--- config.mk ---
export PLATFORM = sky130hd
export DESIGN_NAME = debounce_scanner
export DESIGN_NICKNAME = d
export VERILOG_FILES = /design/src/rtl/debounce_pkg.sv /design/src/rtl/sync2.sv /design/src/rtl/debounce_scanner.sv
export SDC_FILE = /design/constraint.sdc
export NUM_CORES = 1
export LEC_CHECK = 0
export BUFFER_PORTS_ARGS = -buffer_cell sky130_fd_sc_hd__buf_2
export CORE_ASPECT_RATIO = 1.4
export CORE_UTILIZATION = 55
export DETAILED_ROUTE_END_ITERATION = 7
export MAX_ROUTING_LAYER = met4
export PLACE_DENSITY = 0.7
export SKIP_CTS_REPAIR_TIMING = 1
export SYNTH_ARGS = -nofsm -noshare
export SYNTH_HDL_FRONTEND = slang
export SYNTH_SLANG_ARGS = --single-unit
--- constraint.sdc ---
create_clock -name clk -period 6.9 [get_ports clk]
set_input_delay 1.38 -clock clk [delete_from_list [all_inputs] [get_ports clk]]
set_output_delay 1.38 -clock clk [all_outputs]
set_load 0.02 [all_outputs]
--- src/rtl/debounce_pkg.sv ---
// debounce_pkg: shared types and elaboration-time helpers for debounce_scanner.
package debounce_pkg;

  typedef enum logic [1:0] {
    SVC_LOAD,
    SVC_COUNT,
    SVC_COMMIT,
    SVC_IDLE
  } svc_e;

  function automatic int ptr_w(input int n);
    return (n < 2) ? 1 : $clog2(n);
  endfunction

  function automatic bit cfg_ok(input int n_ch, input longint delay, input int cnt_w);
    return n_ch >= 2 && delay >= 0 && cnt_w >= 1 && cnt_w < 63 &&
           delay < (longint'(1) << cnt_w);
  endfunction

endpackage

--- src/rtl/sync2.sv ---
// sync2: two-flop synchronizer for one asynchronous input bit.
module sync2 (
  input  logic clk,
  input  logic rst,
  input  logic d_i,
  output logic q_o
);

  logic meta_q, sync_q;

  always_ff @(posedge clk) begin
    if (rst) begin
      meta_q <= 1'b0;
      sync_q <= 1'b0;
    end else begin
      meta_q <= d_i;
      sync_q <= meta_q;
    end
  end

  assign q_o = sync_q;

endmodule

--- src/rtl/debounce_scanner.sv ---
// debounce_scanner: round-robin debouncer sharing one compare/count datapath
// across N_CH channels; emits clean levels plus one-cycle rise/fall strobes.
module debounce_scanner
  import debounce_pkg::*;
#(
  parameter int N_CH  = 4,
  parameter int DELAY = 20_000,
  parameter int CNT_W = 16
) (
  input  logic            clk,
  input  logic            rst,
  input  logic            en,
  input  logic [N_CH-1:0] noisy,
  output logic [N_CH-1:0] clean,
  output logic [N_CH-1:0] rise,
  output logic [N_CH-1:0] fall
);

  localparam int PW = ptr_w(N_CH);
  localparam logic [CNT_W-1:0] DLY = CNT_W'(DELAY);

  if (!cfg_ok(N_CH, longint'(DELAY), CNT_W)) begin : g_bad_cfg
    $error("debounce_scanner: need N_CH >= 2 and 0 <= DELAY < 2**CNT_W");
  end

  logic [N_CH-1:0]  s;
  logic [N_CH-1:0]  prev_q, prev_d;
  logic [N_CH-1:0]  clean_q, clean_d;
  logic [N_CH-1:0]  rise_q, rise_d;
  logic [N_CH-1:0]  fall_q, fall_d;
  logic [CNT_W-1:0] count_q [N_CH];
  logic [CNT_W-1:0] count_d [N_CH];
  logic [PW-1:0]    ptr_q, ptr_d;
  logic             s_sel, prev_sel, clean_sel;
  logic [CNT_W-1:0] cnt_sel;
  svc_e             svc;

  for (genvar g = 0; g < N_CH; g++) begin : g_sync
    sync2 u_sync (
      .clk (clk),
      .rst (rst),
      .d_i (noisy[g]),
      .q_o (s[g])
    );
  end

  // Shared datapath: select the serviced channel, then decide its action.
  always_comb begin
    s_sel     = s[ptr_q];
    prev_sel  = prev_q[ptr_q];
    clean_sel = clean_q[ptr_q];
    cnt_sel   = count_q[ptr_q];
    svc       = (s_sel != prev_sel)     ? SVC_LOAD   :
                (cnt_sel < DLY)         ? SVC_COUNT  :
                (clean_sel != prev_sel) ? SVC_COMMIT : SVC_IDLE;
    ptr_d     = !en ? ptr_q : (ptr_q == PW'(N_CH - 1)) ? '0 : ptr_q + 1'b1;
  end

  always_comb begin
    prev_d  = prev_q;
    clean_d = clean_q;
    count_d = count_q;
    rise_d  = '0;
    fall_d  = '0;
    if (en) begin
      if (svc == SVC_LOAD) begin
        prev_d[ptr_q]  = s_sel;
        count_d[ptr_q] = '0;
      end else if (svc == SVC_COUNT) begin
        count_d[ptr_q] = cnt_sel + 1'b1;
      end else if (svc == SVC_COMMIT) begin
        clean_d[ptr_q] = prev_sel;
        rise_d[ptr_q]  = prev_sel;
        fall_d[ptr_q]  = !prev_sel;
      end
    end
  end

  always_ff @(posedge clk) begin
    if (rst) begin
      ptr_q   <= '0;
      prev_q  <= '0;
      clean_q <= '0;
      rise_q  <= '0;
      fall_q  <= '0;
      for (int i = 0; i < N_CH; i++) count_q[i] <= '0;
    end else begin
      ptr_q   <= ptr_d;
      prev_q  <= prev_d;
      clean_q <= clean_d;
      rise_q  <= rise_d;
      fall_q  <= fall_d;
      count_q <= count_d;
    end
  end

  assign clean = clean_q;
  assign rise  = rise_q;
  assign fall  = fall_q;

endmodule
==> qor.csv <==
stage;metric;value;unit
finish;layout cells sized above 1;16.5;%
hold_path;Hold Path End;g_sync[0].u_sync.q_o$_SDFF_PP0_;
detailed_routing;met1 WL;3740;um
detailed_routing;Routed WL per cell;16.3;um
detailed_routing;antenna viol nets, final;0;
outcome;status;finished clean;
critical_path;Critical Path Sink Type;flip-flop;
finish;layout overhead on the synthesized area;7.39;%
finish;# fillers;651;
sta;fmax;0.261;GHz
floorplan;num ports;19;
cts;Clock Path Buffers;2;
sta;RSZ-0062 raised after global routing;false;
sta;final setup vio count;0;
sta;Max Slew Vio Count;0;
global_route;gr usage total;26.0;%
sta;setup TNS;0;ps
critical_path;Max FO, Critical Path;24;
finish;Post-Layout Cell Count;539;
run;number of max-cap violations;0;
finish;most frequent cells in the layout;dfxtp_1, nand2_1, nor2_1, o21ai_0, nand3_1;
logic_synthesis;cell taking the most area after synthesis;dfxtp_1;
floorplan;Die X;75.3;um
logic_synthesis;number of synthesized flops with an enable pin;0;
logic_synthesis;sequential share of the synthesized area;43.6;%
detailed_routing;routed vias;3117;
logic_synthesis;Synth Area per Inst;9.68;um2
placement;placed cell area;4250;um2
critical_path;Worst path top cell family by delay;flip-flops;
pwr;overall power;0.961;mW
cts;Max H-tree Level;3;
critical_path;Worst R2R End;count_q[6]$_SDFFE_PP0P_;
cts;CTS buffer count;9;
cts;Skew-Pair Late Insertion Delay;370;ps
detailed_routing;Total Wirelength;8810;um
critical_path;worst path bufs/invs;1;
logic_synthesis;ys async rst share;0;%
cts;clk sinks;90;
pwr;Pwr Density;217;nW/um2
detailed_routing;Top Metal Used;met4;
logic_synthesis;Main synth FF type;dfxtp_1;
critical_path;Worst setup SP type;flip-flop;
global_route;largest net degree at the start of global routing;32;
hold_path;Min-Delay Startpoint;g_sync[0].u_sync.meta_q$_SDFF_PP0_;
detailed_routing;DRT Pass-1 Iters;4;
detailed_routing;met3 WL;276;um
logic_synthesis;synthesized cell area;4130;um2
critical_path;Reg2Reg Depth;7;
critical_path;critical path arrival;4100;ps
global_route;number of global-route vias before repair;3130;
critical_path;setup slack, reg-to-reg;3070;ps
finish;Design Area, Final;4440;um2
finish;Nets;449;
cts;CTS tree;yes;
sta;Worst Skew;6.94;ps
critical_path;Cell Chain, Critical Path;buf_4 > mux4_2 > xor2_2 > nor2_4 > a21oi_4 > nor2_1 > a22o_1;
floorplan;initial core utilization;56.5;%
placement;dpl hpwl;5930;um
pwr;Max VDD drop;0.000164;V
detailed_routing;DRT iter0 DRCs;233;
logic_synthesis;Synth area leaders;dfxtp_1, mux4_2, nand2_1;
cts;Clk pin slew, worst setup/hold paths;90;ps
floorplan;DIE AREA;7870;um2
pwr;Pleak;1.60;nW
sta;Least-Margin Pin Slew;873;ps
placement;gpl congestion;0.861;
placement;dpl cells;523;
critical_path;slowest CP cell;dfxtp_1;
critical_path;FF-to-FF Start;ptr_q[0]$_SDFFE_PP0P_;
floorplan;Core Region;7310;um2
critical_path;critical path class;flip-flop to flip-flop;
finish;commonest non-fill, non-tap cell in the layout;dfxtp_1;
critical_path;Worst EP required;7160;ps
logic_synthesis;Post-Syn Nets;439;
detailed_routing;drt drc;0;
hold_path;hold crit path type;flip-flop to flip-flop;
logic_synthesis;number of distinct library cells after synthesis;50;
logic_synthesis;Cells after Synth;427;
sta;Final Hold Violating Endpoints;0;
global_route;remaining global-route overflow;0;
cts;Root Driver;clkbuf_8;
detailed_routing;routed wl met2;4530;um
floorplan;row count;37;
logic_synthesis;Synth top area share;43.6;%
global_route;antenna violations before repair;0;
finish;antenna cells;0;
detailed_routing;vias per std cell;5.78;
logic_synthesis;synthesized flop and latch total;90;
critical_path;Worst path max stage delay;900;ps
sta;min cycle time layout;3830;ps
floorplan;height of the die;105;um
hold_path;hold path cells;1;
global_route;global-route wire length before repair;14900;um
sta;Worst slew margin;41.7;%
placement;PortBufs;18;
sta;period utilisation layout;55.6;%
logic_synthesis;Synthesis Warnings;0;
-- flip-flops by register name, summed over array words and instances (netlist names) --
signal and count:
prev_q 4, count_q 64, clean 4, rise 4, ptr_q 2, g_sync.u_sync.meta_q 4, fall 4, g_sync.u_sync.q_o 4
-- routing by layer --
| layer | global-route usage [%] | vias up |
|---|---|---|
| li1 | - | 1520 |
| met5 | - | - |
| met2 | 42.1 | 76 |
| met3 | 3.38 | 26 |
| met1 | 31.1 | 1495 |
| met4 | 13.0 | 0 |
-- metrics by stage --
stage	setup WS (ps)	utilization [%]	hold WS, ps
floorplan	4420	-	414
global route	2820	60.7	464
CTS	3080	60.7	447
finish	3070	60.7	443
detailed placement	3080	58.1	428
global placement	3110	58.1	417
-- cells in the mapped netlist, drive strengths merged, types with 4 or more instances --
| library cell | number |
|---|---|
| xnor2 | 6 |
| mux2i | 18 |
| nand2 | 68 |
| a22o | 6 |
| nand3 | 28 |
| nor3 | 5 |
| nor2b | 8 |
| o21ai | 41 |
| xor2 | 5 |
| clkbuf | 10 |
| a21oi | 18 |
| ha | 5 |
| inv | 9 |
| buf | 13 |
| dfxtp | 90 |
| mux4 | 19 |
| and2 | 4 |
| nor3b | 5 |
| nor2 | 37 |
| a21o | 5 |
| o211ai | 4 |
-- area by class of cell --
type | instances | area, um2 | area share [%]
flip-flops and latches | 90 | 1800 | 40.6
multi-input cells | 304 | 2170 | 48.8
inverters | 10 | 37.5 | 0.846
clock buffers | 12 | 165 | 3.72
clock inverters | 4 | 25.0 | 0.564
well taps | 97 | 121 | 2.73
repair buffers | 22 | 120 | 2.71
-- power by group --
group | switching [mW] | internal [mW] | leakage, nW
Combinational | 0.0555 | 0.0268 | 0.777
Sequential | 0.00826 | 0.525 | 0.727
Clock | 0.186 | 0.159 | 0.0944
-- worst max-delay path by stage --
stage	endpoint	cells after the start	from	slack (ps)
2_1_floorplan	count_q[37]$_SDFFE_PP0P_	5	rst	4420
6_report	count_q[6]$_SDFFE_PP0P_	7	ptr_q[0]$_SDFFE_PP0P_	3070
5_1_grt	count_q[6]$_SDFFE_PP0P_	7	ptr_q[0]$_SDFFE_PP0P_	2820
3_5_place_dp	count_q[6]$_SDFFE_PP0P_	7	ptr_q[0]$_SDFFE_PP0P_	3080
4_1_cts	count_q[6]$_SDFFE_PP0P_	7	ptr_q[0]$_SDFFE_PP0P_	3080
3_3_place_gp	count_q[6]$_SDFFE_PP0P_	7	ptr_q[0]$_SDFFE_PP0P_	3110
-- logic make-up after synthesis --
logic type / after synthesis / share of synthesized area (%)
compound gates: 83 / 13.7
buf+inv: 33 / 3.97
xor+xnor: 11 / 2.51
flops: 90 / 43.6
simple gates: 167 / 19.6
fa+ha+maj: 5 / 1.51
mux: 38 / 15.1
No activity file was read; power rests on OpenSTA's default activity.
